$ cat config.mk
export PLATFORM = sky130hd
export DESIGN_NAME = fifo_rptr_empty
export DESIGN_NICKNAME = d
export VERILOG_FILES = /design/src/rtl/fifo_rptr_empty.sv
export SDC_FILE = /design/constraint.sdc
export NUM_CORES = 1
export LEC_CHECK = 0
export CAP_MARGIN = 30
export CORE_MARGIN = 5
export CORE_UTILIZATION = 50
export CTS_CLUSTER_SIZE = 10
export DETAILED_ROUTE_END_ITERATION = 12
export PLACE_DENSITY = 0.81
export SETUP_SLACK_MARGIN = 0.15
export SYNTH_ARGS = -nofsm -noshare
export SYNTH_HDL_FRONTEND = slang
export SYNTH_SLANG_ARGS = --single-unit
$ cat constraint.sdc
create_clock -name rd_clk -period 4.5 [get_ports rd_clk]
set_input_delay 0.9 -clock rd_clk [delete_from_list [all_inputs] [get_ports rd_clk]]
set_output_delay 0.9 -clock rd_clk [all_outputs]
set_load 0.01 [all_outputs]
$ cat src/rtl/fifo_rptr_empty.sv
// Read-side pointer and flag generator for the async FIFO: owns the binary/Gray
// read pointer and derives registered empty, almost-empty, count and underflow.
module fifo_rptr_empty #(
   parameter int ADDR_WIDTH    = 4,
   parameter int AEMPTY_THRESH = 2
) (
   input  logic                  rd_clk,
   input  logic                  rd_rst,
   input  logic                  rd_en,
   input  logic [ADDR_WIDTH:0]   rd_wptr_sync,
   output logic [ADDR_WIDTH-1:0] rd_addr,
   output logic [ADDR_WIDTH:0]   rd_ptr_gray,
   output logic                  rd_empty,
   output logic                  rd_almost_empty,
   output logic [ADDR_WIDTH:0]   rd_count,
   output logic                  rd_underflow
);

   localparam int PW = ADDR_WIDTH + 1;
   localparam logic [PW-1:0] AE_THRESH = PW'(AEMPTY_THRESH);

   logic [PW-1:0] rd_bin;
   logic [PW-1:0] bin_next;
   logic [PW-1:0] gray_next;
   logic [PW-1:0] wbin;
   logic [PW-1:0] count_next;
   logic          rd_inc;
   logic          empty_next;
   logic          aempty_next;

   function automatic logic [PW-1:0] gray2bin(input logic [PW-1:0] g);
      logic [PW-1:0] b;
      b[PW-1] = g[PW-1];
      for (int i = PW - 2; i >= 0; i--) begin
         b[i] = b[i+1] ^ g[i];
      end
      return b;
   endfunction

   // The next-pointer comparison (not the current one) makes the emptying read
   // raise rd_empty on the same edge it is accepted.
   always_comb begin
      rd_inc      = rd_en & ~rd_empty;
      bin_next    = rd_bin + {{ADDR_WIDTH{1'b0}}, rd_inc};
      gray_next   = (bin_next >> 1) ^ bin_next;
      wbin        = gray2bin(rd_wptr_sync);
      count_next  = wbin - bin_next;
      empty_next  = (gray_next == rd_wptr_sync);
      aempty_next = (count_next <= AE_THRESH);
   end

   always_ff @(posedge rd_clk or posedge rd_rst) begin
      if (rd_rst) begin
         rd_bin          <= '0;
         rd_ptr_gray     <= '0;
         rd_empty        <= 1'b1;
         rd_almost_empty <= 1'b1;
         rd_count        <= '0;
         rd_underflow    <= 1'b0;
      end else begin
         rd_bin          <= bin_next;
         rd_ptr_gray     <= gray_next;
         rd_empty        <= empty_next;
         rd_almost_empty <= aempty_next;
         rd_count        <= count_next;
         rd_underflow    <= rd_en & rd_empty;
      end
   end

   assign rd_addr = rd_bin[ADDR_WIDTH-1:0];

endmodule
==> metrics <==
status=completed; layout cells sized above 1=8.16%; gr usage total=13.8%; dpl hpwl=1270 um; Worst slew margin=59.2%; Hold Violations, Final=0; period utilization=79.4%; cells on worst reg2reg path=9; Final Hold Slack=0.559 ns; # DRC=0; post-CTS resize count=0; postcts setup bufs=0; Hold Crit Class=flop to flop; reg2reg start=rd_empty; final core occ=69.1%; top cell type's share of synthesized area=41.3%; FF+latch count, synth=17; Clock transition at path regs=0.10 ns; EDFF count, synth=0; Max-Cap Viols=0; die height=52.7 um; Skew-Pair Late Insertion Delay=0.29 ns; IO Count=25; GPL Wtd Cong=0.767; total power=1000 uW; Die Width=52.7 um; min Tclk post-route=3.57 ns; FP Rows=15; via-per-instance ratio=4.75; post-synthesis cell count=72; setup TNS=0 ns; most frequent cells after synthesis=dfrtp_1 (15), xnor2_1 (15), inv_1 (7), ha_1 (6), xor2_1 (6); Max Fanout on Critical Path=3; total gr overflow=0; Clock Path Buffers=2; end of the critical path=rd_almost_empty; nets=114; largest area contributor in the netlist=dfrtp_1; PortBufs=24; drt pass-1 iters=4; vias in the first global route=591; crit path launch=rd_wptr_sync[4]; Reg2Reg Setup Slack=1.89 ns; Pwr Density=838 mW/mm2; area of the die=0.00277 mm2; largest net degree at the start of global routing=18; Routed WL=1540 um; maximum vdd ir drop=521 uV; H-tree levels=1; Initial Util=52.7%; RSZ-0062 raised after global routing=no; routed vias=584; Final Max Tran Viols=0; CTS Hold Bufs=0; Antenna diodes=0; clock sinks=17; Crit Path Category=input pin to flop; Final setup viols=0; initial antenna violation count=0; R2R Path End=rd_almost_empty; required time of the critical path=4.68 ns; Filler cells=135; largest cells by area after synthesis=dfrtp_1 (41%), xnor2_1 (14%), ha_1 (8.3%), dfstp_2 (5.8%), xor2_1 (5.8%); Avg Inst Size Synth=12.6 um2; WL/cell=12.5 um; top_reg_cell synth=dfrtp_1; Iteration-0 DRC Markers=25; Synthesis Warnings=0; first-pass GRT wire length=2690 um; Root Driver=clkbuf_4; crit path DAT=3.75 ns; register area share after synthesis=47.0%; Area growth syn-to-layout=31.2%; Syn Nets=87; CTS tree=done; P_leak=0.531 nW; Yosys cell types=22; Crit. End Element=flop; Layout Skew=0.00548 ns; achievable clock frequency=0.280 GHz; total CTS buffers=3; slew at the pin closest to its max-slew limit=0.612 ns; Startpoint Class=input pin; Core Area=0.00173 mm2; Post-synth ARST share=100%; post-synthesis cell area=910 um2; remaining antenna violation count after routing=0
## layer usage
layer	share of wire, %	vias to the layer above	global-route usage (%)
met3	3.9	2	1.71
met2	51	15	21.3
met4	1.8	0	10.2
met5	0	-	0
met1	44	278	17.5
li1	-	289	-
## how the worst min path moves through the flow
stage	startpoint	endpoint	depth (start not counted)
2_1_floorplan	rd_empty	rd_underflow	1
6_report	rd_empty	rd_underflow	1
3_3_place_gp	rd_empty	rd_underflow	1
5_1_grt	rd_empty	rd_underflow	1
3_5_place_dp	rd_empty	rd_underflow	1
4_1_cts	rd_empty	rd_underflow	1
## registers in the layout, indices dropped and copies added (netlist names)
| name | count |
|---|---|
| rd_almost_empty | 1 |
| rd_bin | 5 |
| rd_count | 5 |
| rd_empty | 1 |
| rd_ptr_gray | 4 |
| rd_underflow | 1 |
## report_power, final
| part | internal (mW) | switching [mW] |
|---|---|---|
| combinational | 0.338 | 0.293 |
| clock | 0.0330 | 0.0479 |
| sequential | 0.238 | 0.0494 |
| total | 0.609 | 0.391 |
## layout by cell type, fill, tap and decap left out
cell type	netlist	layout
and2_1	1	1
xor3_1	1	1
a21o_1	2	2
fa_1	1	1
xor3_2	1	1
dfstp_2	2	2
clkbuf_4	0	3
clkdlybuf4s50_1	0	24
a31oi_1	1	1
and3b_1	1	1
a21oi_1	2	2
clkinv_2	0	1
xnor2_1	15	15
nand2_1	1	1
inv_1	7	7
a311oi_1	1	1
dfrtp_1	15	15
nand3_1	2	2
and4b_1	1	1
a2111oi_2	1	1
nand4_1	1	1
nor2b_1	2	2
ha_1	6	6
xor2_1	6	6
## kinds of logic (layout without fill, tap and decap cells)
| group | Yosys count | in the layout | synth area share [%] |
|---|---|---|---|
| AO/OA/AOI/OAI | 7 | 7 | 6.05 |
| flip-flops | 17 | 17 | 47.0 |
| AND/OR/NAND/NOR | 9 | 9 | 6.33 |
| XOR/XNOR | 23 | 23 | 25.6 |
| buffers and inverters | 9 | 35 | 4.54 |
| adder cells (fa/ha/maj) | 7 | 7 | 10.5 |
## stage by stage
stage	cells	setup slack (ns)	area, um2
after global placement	119	0.764	1170
after global routing	123	0.748	1190
after detailed placement	119	0.628	1170
final	123	0.928	1190
after floorplan	72	1.43	910
after CTS	123	0.923	1190
## area by class of cell
cell class / instances / area [um2] / area share, %
Tap cell: 25 / 31.3 / 2.62
Clock buffer: 3 / 22.5 / 1.89
Inverter: 7 / 26.3 / 2.20
Sequential cell: 17 / 428 / 35.8
Multi-Input combinational cell: 46 / 440 / 36.9
Timing Repair Buffer: 24 / 240 / 20.1
Clock inverter: 1 / 5.00 / 0.419
## critical path, stage by stage
cell,delay [ns]
clkdlybuf4s50_1,0.54
xor3_2,0.50
xor2_1,0.33
xnor2_1,0.18
ha_1,0.16
inv_1,0.06
fa_1,0.40
a31oi_1,0.18
xnor2_1,0.11
a2111oi_2,0.39
Note: power is estimated with default switching activity, not from simulation.
==> RTL edit (same flow settings) <==
Register the output `rd_underflow` once more, with the module's reset; this adds one clock of latency there. The other outputs are not delayed to match.
--- a/src/rtl/fifo_rptr_empty.sv
+++ b/src/rtl/fifo_rptr_empty.sv
@@ -20,2 +20,4 @@
    localparam logic [PW-1:0] AE_THRESH = PW'(AEMPTY_THRESH);
+
+   logic rd_underflow_s0;
 
@@ -58,3 +60,3 @@
          rd_count        <= '0;
-         rd_underflow    <= 1'b0;
+         rd_underflow_s0 <= 1'b0;
       end else begin
@@ -65,3 +67,3 @@
          rd_count        <= count_next;
-         rd_underflow    <= rd_en & rd_empty;
+         rd_underflow_s0 <= rd_en & rd_empty;
       end
@@ -71,2 +73,10 @@
 
+   always_ff @(posedge rd_clk or posedge rd_rst) begin
+      if (rd_rst) begin
+         rd_underflow <= '0;
+      end else begin
+         rd_underflow <= rd_underflow_s0;
+      end
+   end
+
 endmodule
Function: changed (a bounded check fails within 4 cycles, from zero or initial values and one cycle with rd_rst high).
==> RTL edit against the unedited design <==
Power rose by 1.3%. Clock skew fell by 0.0039 ns. Hold slack got worse by 0.19 ns. Critical path type unchanged. Sequential cell count rose by 1. Utilization rose by 0.40 points. Via count fell by 0.68%. Largest cell class is now registers. Sequential power rose by 3%. Design area rose by 1.7%. Non-clock buffer count did not move. Largest power group unchanged. Area after synthesis rose by 2.8%. Worst setup slack improved by 0.080 ns. Cell count did not move. Clock power fell by 5.3%. Routed wire length rose by 5.1%.
==> RTL edit: results <==
metrics = {
    "cells_and_area": {
        "nonClkBufAreaFrac": 0.1979,
        "ff_latch_area_um2": 452.9,
        "fill_cells": 140,
        "multi_input_area_share": 0.3629,
        "nNetsFinal": 115,
        "final-clk-cell-share": 0.01856,
    },
    "timing": {
        "fin_hold_ws_ns": 0.3656,
        "clock_skew_ns": 0.001590,
        "worstMarginPinSlew_ns": 0.6498,
    },
    "pwr": {
        "ir_worst_vdd_mv": 0.5504,
        "p_leak_uw": 0.0005415,
        "power.internal_uw": 619.2,
    },
    "yosys": {
        "synth_nets": 88,
        "synthTopCellsByCount": "dfrtp_1 (16), xnor2_1 (15), inv_1 (7)",
        "yosys.area_share.adder": 0.1017,
        "muxShareOfSynthArea": 0,
        "yosys-top-cells-area": "dfrtp_1 (43%), xnor2_1 (14%), ha_1 (8.0%)",
        "synth_seq_area_share": 0.4846,
        "ys_ff_latch": 18,
        "synth-compound-area-share": 0.05890,
        "synth-xor-area-share": 0.2490,
    },
    "min_path": {
        "whs_endpoint": "rd_underflow$_DFF_PP0_",
        "holdPathStages": 0,
    },
    "run_status": {
        "status": "finished, final reports clean",
    },
    "routing": {
        "drt-total-wl_um": 1621,
        "first_iter_violations": 3,
        "viasPerCell": 4.715,
    },
    "placement": {
        "dp_hpwl_um": 1365,
        "gp_congestion": 0.7676,
    },
    "critical_path": {
        "critPathTopFamily": "XOR/XNOR gates",
        "rrSetupSlack_ns": 1.96,
        "crit_arrival_ns": 3.68,
    },
    "cts": {
        "clk_latency_ns": 0.28,
        "clk_pin_slew_ns": 0.09,
    },
    "global_route": {
        "grt_max_degree": 19,
        "grt_usage": 0.1414,
    },
}
[RTL edit: cell count changes after synthesis]
cell / change
dfrtp_1: +1
[RTL edit: routing by layer]
layer / routed length, um / global-route usage
met1: 751 / 0.1889
met2: 782 / 0.2204
met3: 51 / 0.01690
met4: 35 / 0.07660
met5: 0 / 0
[RTL edit: stage by stage]
step                total power, uW  setup slack [ns]    util  instance area (um^2)  instances
finish                         1013             1.008  0.6953                  1214        123
global route                   1105            0.7950  0.6953                  1214        123
CTS                            1027            0.9788  0.6953                  1214        123
detailed placement            951.3            0.6832  0.6824                  1191        120
global placement              933.7            0.7781  0.6824                  1191        120
floorplan                     733.8             1.431       -                 934.6         73
[RTL edit: power groups by stage]
stage          clock [uW]  combinational, uW  sequential, uW
4_1_cts              77.8                650             299
2_1_floorplan           0                411             322
5_1_grt              88.6                705             311
3_5_place_dp            0                647             304
6_report             76.6                639             297
3_3_place_gp            0                634             300
